[src/rtl/ek_if.sv]
// ek byte stream channel: valid/ready handshake carrying one ek byte per
// transfer, with ek_last flagging the final byte of a frame.
//   master: drives ek_valid, ek_data, ek_last; samples ek_ready
//   slave : samples ek_valid, ek_data, ek_last; drives ek_ready
interface ek_if;
    logic       ek_valid;
    logic [7:0] ek_data;
    logic       ek_last;
    logic       ek_ready;

    modport master (
        output ek_valid,
        output ek_data,
        output ek_last,
        input  ek_ready
    );

    modport slave (
        input  ek_valid,
        input  ek_data,
        input  ek_last,
        output ek_ready
    );
endinterface

[src/rtl/ek_byte_encoder.sv]
// Streams one 1184-byte ek frame: ByteEncode12 of three bank polynomials
// followed by the 32 rho bytes.
// Ports: clk/rst (sync, active-high); start/busy/done frame control;
//   poly_slot/poly_addr -> bank, poly_dout <- bank (1-cycle read latency);
//   rho_byte_idx -> rho store, rho_byte_in <- rho store (combinational);
//   ek (ek_if.master) byte stream out.
module ek_byte_encoder #(
    parameter logic [4:0] SLOT_T0 = 5'd0,
    parameter logic [4:0] SLOT_T1 = 5'd3,
    parameter logic [4:0] SLOT_T2 = 5'd6
) (
    input  logic        clk,
    input  logic        rst,
    input  logic        start,
    output logic        busy,
    output logic        done,
    output logic [4:0]  poly_slot,
    output logic [7:0]  poly_addr,
    input  logic [11:0] poly_dout,
    output logic [4:0]  rho_byte_idx,
    input  logic [7:0]  rho_byte_in,
    ek_if.master        ek
);

    typedef enum logic [2:0] {
        IDLE,
        FETCH_A,
        FETCH_B,
        CAPT,
        EMIT,
        RHO_LOAD,
        RHO_EMIT
    } state_t;

    state_t      state_q, state_d;
    logic [1:0]  poly_q, poly_d;
    logic [6:0]  pair_q, pair_d;
    logic [4:0]  idx_q, idx_d;
    logic [1:0]  sel_q, sel_d;
    logic [10:0] byte_cnt_q, byte_cnt_d;
    logic [11:0] a_q, a_d;
    logic [23:0] sr_q, sr_d;
    logic [7:0]  rho_q, rho_d;
    logic        done_q, done_d;
    logic [4:0]  slot_sel;

    always_comb begin
        slot_sel = SLOT_T0;
        if (poly_q == 2'd1) slot_sel = SLOT_T1;
        if (poly_q == 2'd2) slot_sel = SLOT_T2;
    end

    always_ff @(posedge clk) begin
        if (rst) begin
            state_q    <= IDLE;
            poly_q     <= '0;
            pair_q     <= '0;
            idx_q      <= '0;
            sel_q      <= '0;
            byte_cnt_q <= '0;
            a_q        <= '0;
            sr_q       <= '0;
            rho_q      <= '0;
            done_q     <= 1'b0;
        end else begin
            state_q    <= state_d;
            poly_q     <= poly_d;
            pair_q     <= pair_d;
            idx_q      <= idx_d;
            sel_q      <= sel_d;
            byte_cnt_q <= byte_cnt_d;
            a_q        <= a_d;
            sr_q       <= sr_d;
            rho_q      <= rho_d;
            done_q     <= done_d;
        end
    end

    always_comb begin
        state_d      = state_q;
        poly_d       = poly_q;
        pair_d       = pair_q;
        idx_d        = idx_q;
        sel_d        = sel_q;
        byte_cnt_d   = byte_cnt_q;
        a_d          = a_q;
        sr_d         = sr_q;
        rho_d        = rho_q;
        done_d       = 1'b0;
        poly_slot    = '0;
        poly_addr    = '0;
        rho_byte_idx = '0;
        ek.ek_valid  = 1'b0;
        ek.ek_data   = '0;
        ek.ek_last   = 1'b0;

        unique case (state_q)
            IDLE: begin
                if (start) begin
                    state_d    = FETCH_A;
                    poly_d     = '0;
                    pair_d     = '0;
                    idx_d      = '0;
                    sel_d      = '0;
                    byte_cnt_d = '0;
                end
            end
            FETCH_A: begin
                poly_slot = slot_sel;
                poly_addr = {pair_q, 1'b0};
                state_d   = FETCH_B;
            end
            FETCH_B: begin
                // bank returns coef[2k] this cycle
                poly_slot = slot_sel;
                poly_addr = {pair_q, 1'b1};
                a_d       = poly_dout;
                state_d   = CAPT;
            end
            CAPT: begin
                // {b,a} little-endian is exactly the 3 output bytes
                sr_d    = {poly_dout, a_q};
                sel_d   = '0;
                state_d = EMIT;
            end
            EMIT: begin
                ek.ek_valid = 1'b1;
                ek.ek_data  = sr_q[7:0];
                if (ek.ek_ready) begin
                    byte_cnt_d = byte_cnt_q + 11'd1;
                    sr_d       = {8'h00, sr_q[23:8]};
                    if (sel_q == 2'd2) begin
                        sel_d = '0;
                        if (pair_q < 7'd127) begin
                            pair_d  = pair_q + 7'd1;
                            state_d = FETCH_A;
                        end else if (poly_q < 2'd2) begin
                            poly_d  = poly_q + 2'd1;
                            pair_d  = '0;
                            state_d = FETCH_A;
                        end else begin
                            idx_d   = '0;
                            state_d = RHO_LOAD;
                        end
                    end else begin
                        sel_d = sel_q + 2'd1;
                    end
                end
            end
            RHO_LOAD: begin
                rho_byte_idx = idx_q;
                rho_d        = rho_byte_in;
                state_d      = RHO_EMIT;
            end
            RHO_EMIT: begin
                ek.ek_valid = 1'b1;
                ek.ek_data  = rho_q;
                ek.ek_last  = (byte_cnt_q == 11'd1183);
                if (ek.ek_ready) begin
                    byte_cnt_d = byte_cnt_q + 11'd1;
                    if (idx_q < 5'd31) begin
                        idx_d   = idx_q + 5'd1;
                        state_d = RHO_LOAD;
                    end else begin
                        done_d  = 1'b1;
                        state_d = IDLE;
                    end
                end
            end
            default: state_d = IDLE;
        endcase
    end

    assign busy = (state_q != IDLE);
    assign done = done_q;

endmodule

[src/flat_wrapper.sv]
// flat-port wrapper written by rule: the top's interface ports become plain ports
module ek_byte_encoder_flat 
#(
    parameter logic [4:0] SLOT_T0 = 5'd0,
    parameter logic [4:0] SLOT_T1 = 5'd3,
    parameter logic [4:0] SLOT_T2 = 5'd6
)
  (clk, rst, start, busy, done, poly_slot, poly_addr, poly_dout, rho_byte_idx, rho_byte_in, ek_ek_valid, ek_ek_data, ek_ek_last, ek_ek_ready);
  ek_if ek_i ();
  input  logic clk;
  input  logic rst;
  input  logic start;
  output logic busy;
  output logic done;
  output logic [4:0] poly_slot;
  output logic [7:0] poly_addr;
  input  logic [11:0] poly_dout;
  output logic [4:0] rho_byte_idx;
  input  logic [7:0] rho_byte_in;
  output wire logic [$bits(ek_i.ek_valid)-1:0] ek_ek_valid;
  output wire logic [$bits(ek_i.ek_data)-1:0] ek_ek_data;
  output wire logic [$bits(ek_i.ek_last)-1:0] ek_ek_last;
  input wire logic [$bits(ek_i.ek_ready)-1:0] ek_ek_ready;
  assign ek_ek_valid = ek_i.ek_valid;
  assign ek_ek_data = ek_i.ek_data;
  assign ek_ek_last = ek_i.ek_last;
  assign ek_i.ek_ready = ek_ek_ready;
  ek_byte_encoder #(.SLOT_T0(SLOT_T0), .SLOT_T1(SLOT_T1), .SLOT_T2(SLOT_T2)) u_core (.clk(clk), .rst(rst), .start(start), .busy(busy), .done(done), .poly_slot(poly_slot), .poly_addr(poly_addr), .poly_dout(poly_dout), .rho_byte_idx(rho_byte_idx), .rho_byte_in(rho_byte_in), .ek(ek_i));
endmodule
[config.mk]
export PLATFORM = sky130hd
export DESIGN_NAME = ek_byte_encoder_flat
export DESIGN_NICKNAME = d
export VERILOG_FILES = /design/src/rtl/ek_if.sv /design/src/rtl/ek_byte_encoder.sv /design/src/flat_wrapper.sv
export SDC_FILE = /design/constraint.sdc
export NUM_CORES = 1
export LEC_CHECK = 0
export BUFFER_PORTS_ARGS = -buffer_cell sky130_fd_sc_hd__buf_2
export CAP_MARGIN = 20
export CORE_MARGIN = 1.5
export CORE_UTILIZATION = 55
export DETAILED_ROUTE_END_ITERATION = 10
export GPL_TIMING_DRIVEN = 0
export PLACE_DENSITY_LB_ADDON = 0.08
export SYNTH_ARGS = -nofsm -noshare
export SYNTH_HDL_FRONTEND = slang
export SYNTH_SLANG_ARGS = --single-unit
[constraint.sdc]
create_clock -name clk -period 2.1 [get_ports clk]
set_input_delay 0.105 -clock clk [delete_from_list [all_inputs] [get_ports clk]]
set_output_delay 0.105 -clock clk [all_outputs]
set_load 0.1 [all_outputs]
-- Word level (Yosys, flattened, before mapping)
Index checks and enable logic that the tools add are counted.
W data, S select, Z words.
- register bits: 75
- latch bits: 0
- bits in writable memories: 0
- bits in read-only memories: 0
- input bits: 24
- output and inout bits: 30
- logic and storage cells: 102
- memories: 0
- add/sub/neg operators: 5
- $mul: 0
- divide/modulo/power cells: 0
- $lt $le $gt $ge: 3
- equal/unequal tests: 20
- shift operators: 0
- multiplexer cells: 45
- bitwise operators: 2
- reductions and logical operators: 17
- operators with widths (operator ; number):
    $pmux W24 S2 ; 1
    $mux W5 ; 8
    $mux W7 ; 5
    $pmux W8 S2 ; 2
    $mux W3 ; 9
    $mux W24 ; 1
    $mux W11 ; 2
    $pmux W11 S2 ; 1
    $pmux W3 S7 ; 1
    $mux W2 ; 8
    $pmux W5 S3 ; 1
    $pmux W7 S2 ; 1
    $add A11 B1 Y11 const B ; 1
    $eq A11 B11 Y1 const B ; 1
    $ne A2 B2 Y1 const B ; 5
    $eq A3 B3 Y1 const B ; 3
    $reduce_bool A3 Y1 ; 3
    $ne A2 B1 Y1 const B ; 4
    $reduce_and A8 Y1 ; 1
    $add A7 B1 Y7 const B ; 1
    $lt A7 B7 Y1 const B ; 1
    $eq A3 B2 Y1 const B ; 2
    $pmux W2 S3 ; 1
    $reduce_and A3 Y1 ; 2
    19 further kinds ; 27

-- Depth between registers and ports, before layout
- depth after elaboration: 6
- mapped depth: 7
- depth with buffers taken out: 5

-- Least setup slack after synthesis
OpenSTA, ideal clock, no wires.
- path kind: register to output
- start point: register u_core.byte_cnt_q[0]
- end point: output port ek_ek_last
- arrival: 3044 ps
- required time: 1995 ps
- path slack: -1049 ps
- cell stages (with the launch flop): 5
- path buffers: 0
- cell sequence: dfxtp_1 ha_1 nand2_1 or4_1 nor3_1
- word-level cells in the longest chain between the ends: 2
- ends and longest elaborated chain (item ; line ; source):
    from (decl) ; ek_byte_encoder.sv:40 ; logic [10:0] byte_cnt_q, byte_cnt_d;
    from (signal assigned) ; ek_byte_encoder.sv:71 ; byte_cnt_q <= byte_cnt_d;
    $eq A11 B11 Y1 ; ek_byte_encoder.sv:158 ; ek.ek_last = (byte_cnt_q == 11'd1183);
    $mux W1 ; ek_byte_encoder.sv:97 ; unique case (state_q)
    to (decl) ; flat_wrapper.sv:22 ; output wire logic [$bits(ek_i.ek_last)-1:0] ek_ek_last;
No other way between the ends.

-- Final worst setup path
- start point: register u_core.state_q[2]
- end point: output port rho_byte_idx[4]
- word-level cells in the longest chain between the ends: 2
- ends and longest elaborated chain (item ; line ; source):
    from (decl) ; ek_byte_encoder.sv:35 ; state_t state_q, state_d;
    from (signal assigned) ; ek_byte_encoder.sv:66 ; state_q <= state_d;
    $eq A3 B3 Y1 ; ek_byte_encoder.sv:97 ;
    $mux W5 ; ek_byte_encoder.sv:97 ;
    to (decl) ; flat_wrapper.sv:18 ; output logic [4:0] rho_byte_idx;
No other way between the ends.

==> impl_metrics.ini <==
[timing]
fin_worst_skew_ps = 11.3
timing.final.crit_period_ps = 2030
timing.final.crit_share_pct = 96.7
setup_ws_ps = 70.2
final_max_slew_viol_count = 0
setup_viol = 0
max_slew_margin_pct = 53.7
final-hold-violation-count = 0
max_freq_ghz = 0.493
worst_slew_pin_slew_ps = 694

[detailed_routing]
routed_wirelength_um = 9070
dr.first_iter.drc_count = 225
drt.antenna.violating_nets = 0
post_drt_via_cell_ratio = 5.77
num_vias = 3443
detail_route.first_pass.iterations = 5
drc = 0
routedWlPerCell_um = 15.2

[finish]
net_count_of_the_finished_layout = 544
nFillCells = 551
antenna_cells = 0
most-common-layout-cells = nand2_1 (87), dfxtp_1 (74), nor2_1 (44), a21oi_1 (37), buf_2 (27)
final_layout_size_suffix_gt1_share_pct = 20.6
multi_input_combinational_cell_area_mm2 = 0.00196
ff_latch_area_mm2 = 0.00150
final_common_cell = nand2_1
utilization_pct = 71.1
post_layout_nonfiller_instances = 597
synthToLayoutAreaGrowth_pct = 25.3

[grt]
number_of_antenna_violations_at_the_first_check_in_global_routing = 0
grt_max_degree = 15
grt_first_pass_wirelength_um = 14900
grt_usage_pct = 26.3
grt_pass1_vias = 3081
overflow = 0

[synth]
yosysSeqAreaShare_pct = 41.9
number_of_cells_produced_by_synthesis = 440
dominantRegCellSynth = dfxtp_1
synthesis.area_mm2 = 0.00358
synth.distinct_cells = 59
avgSynthCellArea_um2 = 8.14
ys_top_cells_by_area = dfxtp_1 (42%), nand2_1 (9.1%), a21oi_1 (5.3%)
yosys.area.top_type_share_pct = 41.9
synth_warnings = 0
synthDominantAreaCellType = dfxtp_1
synth-edff-count = 0
synth.ff_latch_count = 75
ys_async_sr_fraction_pct = 0

[clocking]
clock-sinks = 75
cts_htree_levels = 3
cts-root-buf = clkbuf_8
clock_tree_from_tritoncts = yes
clk_pin_slew_ps = 80
clk-insertion-delay-late_ps = 350
cts-buffers-inserted = 9
max-clock-path-buffers = 2

[die]
starting_density_of_the_core_pct = 56.7
die-width_um = 83.7
die-height_um = 83.7
io_pins = 54
core_region_area_mm2 = 0.00631
rows = 29
fp.dieArea_mm2 = 0.00700

[power]
power_per_cell_area_mw_per_mm2 = 676
comb_power_share_pct = 12.4
clock_power_share_pct = 38.6
ir_drop_mv = 0.412
power.share.sequential_pct = 48.9
p_leak_uw = 0.00162
power_report.internal_total_uw = 2180
p_switching_uw = 854
sw_frac_of_total_pct = 28.2

[critical_path]
worstSetupStartpoint = u_core.state_q[2]
worst_r2r_path_depth = 6
crit_path_to = rho_byte_idx[4]
critical_path_required_ps = 2000
timing.critical_path.to_type = output pin
reg2reg_setup_slack_ps = 140
critPathArrivalTime_ps = 1920
critPathMaxFanout = 10
critical_path_launch_point_type = flip-flop
r2r_end = u_core.pair_q[3]
criticalPathCategory = reg -> out
critical_path.reg2reg.startpoint = u_core.pair_q[2]

[placed_design]
place_inst = 567
place_worst_setup_slack_ps = -194
placement.io_buffers = 49
post-dp-hpwl_um = 6250
globalplace.congestion = 0.837

[hold_path]
hold_class = in -> reg

[status]
run_status = completed

[run]
max_cap_violation_count = 0
==> critical path, stage by stage (launching register included) <==
cell,delay (ps)
dfxtp_1,490
clkinv_2,240
nor2_4,220
clkbuf_4,220
and2_1,180
buf_8,210
==> synth_stat cells, types with 3 or more instances <==
library cell / count
nor2b_1: 3
and2_1: 15
xnor2_1: 10
a211oi_1: 8
inv_1: 6
a22oi_1: 8
or3_1: 4
nand3_1: 12
a22o_1: 8
a311oi_1: 17
nor3_1: 3
ha_1: 5
buf_4: 3
a21oi_1: 38
dfxtp_1: 75
o21ai_0: 9
nand2b_1: 4
nor2_1: 46
buf_2: 5
clkbuf_1: 17
nand2_1: 87
and3_1: 4
buf_1: 4
==> power by group through the flow <==
stage	combinational, uW	clock (uW)	sequential (uW)
2_1_floorplan	250	0	1510
3_3_place_gp	333	0	1510
3_5_place_dp	338	0	1520
4_1_cts	368	1190	1480
5_1_grt	409	1240	1490
6_report	377	1170	1480
==> routing by layer <==
layer	up-vias	wire length, um	global-route usage [%]
met3	9	503	3.66
li1	1711	-	-
met4	0	106	9.09
met1	1610	4360	37.8
met2	113	4100	40.5
met5	-	0	0
==> how the worst min path moves through the flow <==
stage                         from               to  depth (start not counted)
floorplan             poly_dout[0]    u_core.a_q[0]                          2
global placement    rho_byte_in[1]  u_core.rho_q[1]                          3
detailed placement  rho_byte_in[4]  u_core.rho_q[4]                          3
CTS                  poly_dout[10]   u_core.a_q[10]                          3
global route          poly_dout[5]    u_core.a_q[5]                          3
finish                poly_dout[0]    u_core.a_q[0]                          3
==> cell type report <==
class                      instances  area share [%]
buffer                            31            3.74
clock inverter                     6            1.59
tap                               77            2.15
timing repair buffer              63            11.5
inverter                           8           0.697
clock buffer                      10            3.07
sequential                        75            33.5
multi-input combinational        327            43.7
==> cells by family (layout without fill, tap and decap cells) <==
kind of cell    count (synthesis)  in the layout  share of synthesized area, %
mux                             2              2                         0.594
xor+xnor                       10             10                          2.45
flops                          75             75                          41.9
other cells                     1              2                         0.105
fa+ha+maj                       5              5                          1.75
simple gates                  199            199                          26.1
compound gates                109            109                          22.0
buf+inv                        39            118                          5.00
==> registers in the layout (all words and copies together), names as in the netlist <==
name and count:
u_core.rho_q 8, u_core.done 1, u_core.pair_q 7, u_core.sel_q 2
u_core.idx_q 5, u_core.byte_cnt_q 11, u_core.poly_q 2, u_core.sr_q 24
u_core.state_q 3, u_core.a_q 12
==> what timing repair did <==
| item | 4_1_cts | 5_1_grt |
|---|---|---|
| setup buffers | 0 | 1 |
| pin swaps | 0 | 1 |
| hold endpoints to repair | 13 | 0 |
| setup endpoints to repair | 25 | 35 |
| resized for setup | 49 | 13 |
| hold buffers | 13 | 0 |
==> through the flow <==
step	total power, uW	hold WS (ps)	TNS (ps)	area, um2
3_5_place_dp	1850	360	-1750	3950
5_1_grt	3140	8.19	-60.2	4490
3_3_place_gp	1850	351	-1650	3950
4_1_cts	3040	2.36	0	4440
2_1_floorplan	1760	241	-207	3600
6_report	3030	11.7	0	4490
(Power assumes the default switching activity.)
